`src/rtl/alu_pkg.sv`:
```
// Shared ALU types: opcode encoding for the decode stage and the control FSM states.
package alu_pkg;

  typedef enum logic [2:0] {
    OP_FWD = 3'b000,  // RESULT = DATA2
    OP_ADD = 3'b001,
    OP_AND = 3'b010,
    OP_OR  = 3'b011,
    OP_SUB = 3'b100,  // DATA1 - DATA2
    OP_MUL = 3'b101,  // unsigned, multi-cycle
    OP_SLL = 3'b110,
    OP_SRA = 3'b111
  } opcode_e;

  typedef enum logic [1:0] {
    S_IDLE = 2'd0,
    S_MUL  = 2'd1,
    S_DONE = 2'd2
  } state_e;

endpackage

```
`src/rtl/alu_mul_seq.sv`:
```
// Sequential shift-add unsigned multiplier, one multiplier bit per cycle.
// Ports:
//   CLK, RESET   - clock, synchronous active-high reset
//   start        - load a/b and begin (ignored while busy)
//   a, b         - WIDTH-bit operands
//   busy         - iterating (WIDTH cycles after start)
//   done         - high during the final iteration cycle
//   product      - 2*WIDTH-bit product, valid while done is high
module alu_mul_seq #(
  parameter int WIDTH = 8
) (
  input  logic               CLK,
  input  logic               RESET,
  input  logic               start,
  input  logic [WIDTH-1:0]   a,
  input  logic [WIDTH-1:0]   b,
  output logic               busy,
  output logic               done,
  output logic [2*WIDTH-1:0] product
);

  localparam int CW = $clog2(WIDTH);

  logic [2*WIDTH-1:0] acc_q, mcand_q, acc_next;
  logic [WIDTH-1:0]   mplier_q;
  logic [CW-1:0]      cnt_q;

  assign acc_next = acc_q + (mplier_q[0] ? mcand_q : '0);

  // done/product look at the accumulation happening this cycle, so the
  // parent can register the final product on the same edge that ends the
  // last iteration instead of one cycle later.
  assign done    = busy && (cnt_q == '0);
  assign product = acc_next;

  always_ff @(posedge CLK) begin
    if (RESET) begin
      busy     <= 1'b0;
      acc_q    <= '0;
      mcand_q  <= '0;
      mplier_q <= '0;
      cnt_q    <= '0;
    end else if (start && !busy) begin
      busy     <= 1'b1;
      acc_q    <= '0;
      mcand_q  <= {{WIDTH{1'b0}}, a};
      mplier_q <= b;
      cnt_q    <= CW'(WIDTH - 1);
    end else if (busy) begin
      acc_q    <= acc_next;
      mcand_q  <= mcand_q << 1;
      mplier_q <= mplier_q >> 1;
      cnt_q    <= cnt_q - 1'b1;
      if (cnt_q == '0) busy <= 1'b0;
    end
  end

endmodule

```
`src/rtl/alu_mc.sv`:
```
// Multi-cycle ALU: single-cycle FWD/ADD/AND/OR/SUB/SLL/SRA, WIDTH-cycle MUL.
// Ports:
//   CLK, RESET             - clock, synchronous active-high reset
//   START, OPCODE          - request and operation select (accepted in IDLE/DONE)
//   DATA1, DATA2           - operands (DATA2 low bits = shift amount)
//   BUSY                   - MUL in progress
//   DONE                   - one-cycle completion pulse
//   RESULT, HI             - registered result; HI = MUL upper half, else 0
//   ZERO, CARRY, OVERFLOW  - registered flags
module alu_mc
  import alu_pkg::*;
#(
  parameter int WIDTH = 8
) (
  input  logic             CLK,
  input  logic             RESET,
  input  logic             START,
  input  logic [2:0]       OPCODE,
  input  logic [WIDTH-1:0] DATA1,
  input  logic [WIDTH-1:0] DATA2,
  output logic             BUSY,
  output logic             DONE,
  output logic [WIDTH-1:0] RESULT,
  output logic [WIDTH-1:0] HI,
  output logic             ZERO,
  output logic             CARRY,
  output logic             OVERFLOW
);

  localparam int SW = $clog2(WIDTH);

  state_e  state_q, state_d;
  opcode_e op;
  logic    accept, mul_start;

  logic               mul_busy, mul_done;
  logic [2*WIDTH-1:0] mul_prod;

  logic [WIDTH-1:0] alu_res;
  logic             alu_c, alu_v;
  logic [WIDTH:0]   add_w;
  logic [WIDTH-1:0] sub_w;
  logic [SW-1:0]    sh;

  assign op        = opcode_e'(OPCODE);
  assign accept    = START && (state_q != S_MUL);
  assign mul_start = accept && (op == OP_MUL);
  assign BUSY      = (state_q == S_MUL);

  alu_mul_seq #(.WIDTH(WIDTH)) u_mul (
    .CLK     (CLK),
    .RESET   (RESET),
    .start   (mul_start),
    .a       (DATA1),
    .b       (DATA2),
    .busy    (mul_busy),
    .done    (mul_done),
    .product (mul_prod)
  );

  // Single-cycle datapath, evaluated on the live inputs and captured on the
  // accepting edge; nothing downstream looks at the inputs again.
  always_comb begin
    add_w   = {1'b0, DATA1} + {1'b0, DATA2};
    sub_w   = DATA1 - DATA2;
    sh      = DATA2[SW-1:0];
    alu_res = '0;
    alu_c   = 1'b0;
    alu_v   = 1'b0;
    case (op)
      OP_FWD: alu_res = DATA2;
      OP_ADD: begin
        alu_res = add_w[WIDTH-1:0];
        alu_c   = add_w[WIDTH];
        alu_v   = (DATA1[WIDTH-1] == DATA2[WIDTH-1]) &&
                  (add_w[WIDTH-1] != DATA1[WIDTH-1]);
      end
      OP_AND: alu_res = DATA1 & DATA2;
      OP_OR:  alu_res = DATA1 | DATA2;
      OP_SUB: begin
        alu_res = sub_w;
        alu_c   = (DATA1 >= DATA2);  // not-borrow
        alu_v   = (DATA1[WIDTH-1] != DATA2[WIDTH-1]) &&
                  (sub_w[WIDTH-1] != DATA1[WIDTH-1]);
      end
      OP_SLL: alu_res = DATA1 << sh;
      OP_SRA: alu_res = WIDTH'($signed(DATA1) >>> sh);
      default: alu_res = '0;  // OP_MUL handled by the sequencer
    endcase
  end

  always_ff @(posedge CLK) begin
    if (RESET) state_q <= S_IDLE;
    else       state_q <= state_d;
  end

  always_comb begin
    state_d = state_q;
    case (state_q)
      S_IDLE, S_DONE: begin
        if (START)                state_d = (op == OP_MUL) ? S_MUL : S_DONE;
        else if (state_q == S_DONE) state_d = S_IDLE;
      end
      S_MUL:   if (mul_done) state_d = S_DONE;
      default: state_d = S_IDLE;
    endcase
  end

  always_ff @(posedge CLK) begin
    if (RESET) begin
      DONE     <= 1'b0;
      RESULT   <= '0;
      HI       <= '0;
      ZERO     <= 1'b0;
      CARRY    <= 1'b0;
      OVERFLOW <= 1'b0;
    end else begin
      DONE <= 1'b0;
      if (accept && op != OP_MUL) begin
        DONE     <= 1'b1;
        RESULT   <= alu_res;
        HI       <= '0;
        ZERO     <= (alu_res == '0);
        CARRY    <= alu_c;
        OVERFLOW <= alu_v;
      end else if (state_q == S_MUL && mul_done) begin
        DONE     <= 1'b1;
        RESULT   <= mul_prod[WIDTH-1:0];
        HI       <= mul_prod[2*WIDTH-1:WIDTH];
        ZERO     <= (mul_prod[WIDTH-1:0] == '0);
        CARRY    <= (mul_prod[2*WIDTH-1:WIDTH] != '0);
        OVERFLOW <= 1'b0;
      end
    end
  end

endmodule

```
`config.mk`:
```
export PLATFORM = sky130hd
export DESIGN_NAME = alu_mc
export DESIGN_NICKNAME = d
export VERILOG_FILES = /design/src/rtl/alu_pkg.sv /design/src/rtl/alu_mul_seq.sv /design/src/rtl/alu_mc.sv
export SDC_FILE = /design/constraint.sdc
export NUM_CORES = 1
export LEC_CHECK = 0
export BUFFER_PORTS_ARGS = -buffer_cell sky130_fd_sc_hd__buf_2
export CORE_MARGIN = 3
export CORE_UTILIZATION = 61
export CTS_CLUSTER_SIZE = 28
export DETAILED_ROUTE_END_ITERATION = 7
export GPL_TIMING_DRIVEN = 0
export PLACE_DENSITY_LB_ADDON = 0.25
export SLEW_MARGIN = 20
export SYNTH_ARGS = -nofsm -noshare
export SYNTH_HDL_FRONTEND = slang
export SYNTH_SLANG_ARGS = --single-unit
```
`constraint.sdc`:
```
create_clock -name CLK -period 4.27 [get_ports CLK]
set_input_delay 0.6405 -clock CLK [delete_from_list [all_inputs] [get_ports CLK]]
set_output_delay 0.6405 -clock CLK [all_outputs]
set_load 0.01 [all_outputs]
```
==> out/summary.txt <==
IO Pins: 43
Ys Warns: 0
Initial Utilization: 63.5%
Post-synth cell types: 56
Reg2Reg Launch Point: u_mul.mplier_q[0]
Area added between synthesis and finish: 11.1%
Fin crit period: 3760 ps
Initial DRC Count: 435
Setup Buffers After CTS: 0
Placed cell count: 767
Worst Setup End Kind: flop
CTS root buffer: clkbuf_8
Hpwl dp: 11200 µm
Worst r2r dst: CARRY
Yosys top cell area share: 26.8%
Relative slew slack: 46.7%
Vias in the first global route: 4567
DR WL/cell: 18.5 µm
Worst hold-check path type: flop to flop
Flops & latches, synth: 66
Slew @ Worst Pin: 799 ps
Post-DR vias/cell: 6.30
Net Sw Frac: 30.7%
Clk network pwr share: 36.6%
Ys async rst share: 0%
Setup TNS: 0 ps
Max Clk Rate: 266 MHz
Final ANT Viol Nets: 0
Pint: 1.06 mW
DR vias: 4931
Critical path, cell by cell: buf_2 -> clkbuf_1 -> clkinv_1 -> ha_1 -> nor2_1 -> a221o_1 -> a21oi_1 -> o31ai_1 -> o311ai_0 -> a311oi_1 -> o221a_2 -> nor2_1
Status: finished clean
Hold path startpoint: HI[6]
Syn Std Cell Area: 4930 µm²
Worst hold path depth: 2
Congestion Overflow GR: 0
Resized Gates After CTS: 0
Die width: 95.9 µm
Worst slack, placed: 453 ps
Post-Route Utilization: 70.5%
Pin count of the biggest net entering global routing: 13
Sequential share of power: 42.1%
Die Ht: 95.9 µm
Most used cell, CP: nor2_1
Final Setup Violations: 0
Dominant cell type by area after synthesis: dfxtp_1
Antenna Cells: 0
Clock sinks: 66
Rows: 32
Register Area: 1320 µm²
P_leak: 2.35 nW
GRT Resource Usage Total: 32.7%
Slew Limit Fails: 0
Slowest cell on crit path: ha_1
RSZ-0062 raised after global routing: false
Hold buffer count at cts: 0
Power Total: 1.52 mW
Switch Pwr: 468 µW
Critical path class: primary input to flop
Final nets: 743
Sequential fraction of the synthesis area: 26.8%
Multi-input gate area: 3380 µm²
Syn Area/Cell: 7.89 µm²
Core box area: 7770 µm²
Final Cycle Share: 88.1%
Worst clock skew: 9.42 ps
Clock slew at reported path FFs: 70 ps
Worst Hold Path EP: HI[6]
Gate power share: 21.3%
Num CTS Buffers: 9
EDFF count, synth: 0
Finished Layout Cells: 783
H-tree depth: 3
Synth Flop Type: dfxtp_1
Flop-to-flop setup slack: 820 ps
Max_cap viols: 0
Clock Path Buffers: 2
Routed wire length: 14500 µm
VDD IR max: 0.214 mV
First-pass GRT wire length: 23100 µm
Synth top area cells: dfxtp_1, ha_1, nor2_1
Hold Vio Cnt, Final: 0
# fillers: 645
Skew-Pair Late Insertion Delay: 350 ps
Setup WS post-layout: 510 ps
CTS tree: done
Worst-path maximum fanout: 10
Fin area: 5480 µm²
Pwr Density: 278 nW/µm²
Commonest non-fill, non-tap cell in the layout: nor2_1
Drt first pass iters: 5
Worst setup SP type: primary input
Synth Instances: 625
Final GP Congestion: 1.04
DRC Markers: 0
Crit path DAT: 3970 ps
I/O Buffers: 40
Initial antenna violation count: 0
Worst Reg2Reg Path Length in Cells: 11
Most frequent cells in the layout: nor2_1, a21oi_1, dfxtp_1
Final hold slack: 454 ps
Placed cell area: 5260 µm²
Worst path max stage delay: 480 ps
Worst Path Required: 4480 ps
Post-synth net total: 692
Die ar.: 9200 µm²
Share of cells above drive strength 1: 10.4%
-- area by class of cell --
| cell class | count | area share (%) |
|---|---|---|
| inverters | 27 | 1.85 |
| well taps | 102 | 2.33 |
| clock inverters | 5 | 1.14 |
| clock buffers | 11 | 2.76 |
| plain buffers | 34 | 2.38 |
| flip-flops and latches | 66 | 24.1 |
| multi-input cells | 498 | 61.8 |
| repair buffers | 40 | 3.66 |
-- synth_stat cells, types with 3 or more instances --
cell      count
a211oi_1     16
a21o_1        8
a21oi_1      72
a221o_1       6
a221oi_1      4
a22oi_1       7
a31oi_1       4
and2_1       15
and3_1        4
buf_1         7
clkbuf_1     25
dfxtp_1      66
fa_1          3
ha_1         42
inv_1        26
mux2i_1      37
mux4_2        6
nand2_1      33
nand2b_1      9
nand3_1       8
nor2_1      115
nor2b_1       4
nor3_1        9
nor3b_1       4
nor4_1        3
o211ai_1      3
o21ai_0      14
o21bai_1      8
o221ai_1      4
o22a_1        4
o22ai_1       8
or4_1         3
xnor2_1      11
xor2_1        6
-- worst max path at each step --
stage | startpoint | end | slack (ps) | depth (start not counted)
CTS | DATA2[2] | RESULT[7] | 680 | 12
detailed placement | DATA2[2] | RESULT[7] | 450 | 12
global placement | DATA2[2] | RESULT[7] | 460 | 12
finish | DATA2[2] | RESULT[7] | 510 | 12
global route | DATA2[1] | RESULT[7] | 280 | 12
floorplan | DATA2[2] | RESULT[7] | 1240 | 11
-- registers in the layout, summed over array words and instances (netlist names), 2 cells and up --
signal,count
HI,8
RESULT,8
state_q,2
u_mul.acc_q,16
u_mul.cnt_q,3
u_mul.mcand_q,16
u_mul.mplier_q,8
-- routing by layer --
layer	track usage, %	vias up	share of wire (%)
met5	0	-	0
met3	8.91	38	10
met1	46.4	2300	45
met4	11.5	0	2.5
li1	-	2347	-
met2	47.7	246	42
-- worst max-delay path: cells and delay by family --
family | cells | cell delay [ps]
fa+ha+maj | 1 | 480
buf+inv | 3 | 910
simple gates | 2 | 210
compound gates | 6 | 1730
-- kinds of logic after synthesis --
kind of cell	count (synthesis)	synth area share, %
simple gates	214	19.5
compound gates	178	23.6
flops	66	26.8
buf+inv	61	4.70
fa+ha+maj	45	11.9
mux	44	10.5
xor+xnor	17	3.02
-- power by group through the flow --
stage / registers (mW) / clock network [mW] / logic, mW
after floorplan: 0.657 / 0 / 0.212
after global placement: 0.655 / 0 / 0.304
after detailed placement: 0.656 / 0 / 0.310
after CTS: 0.641 / 0.564 / 0.314
after global routing: 0.643 / 0.593 / 0.355
final: 0.642 / 0.557 / 0.325
No activity file was read; power rests on OpenSTA's default activity.
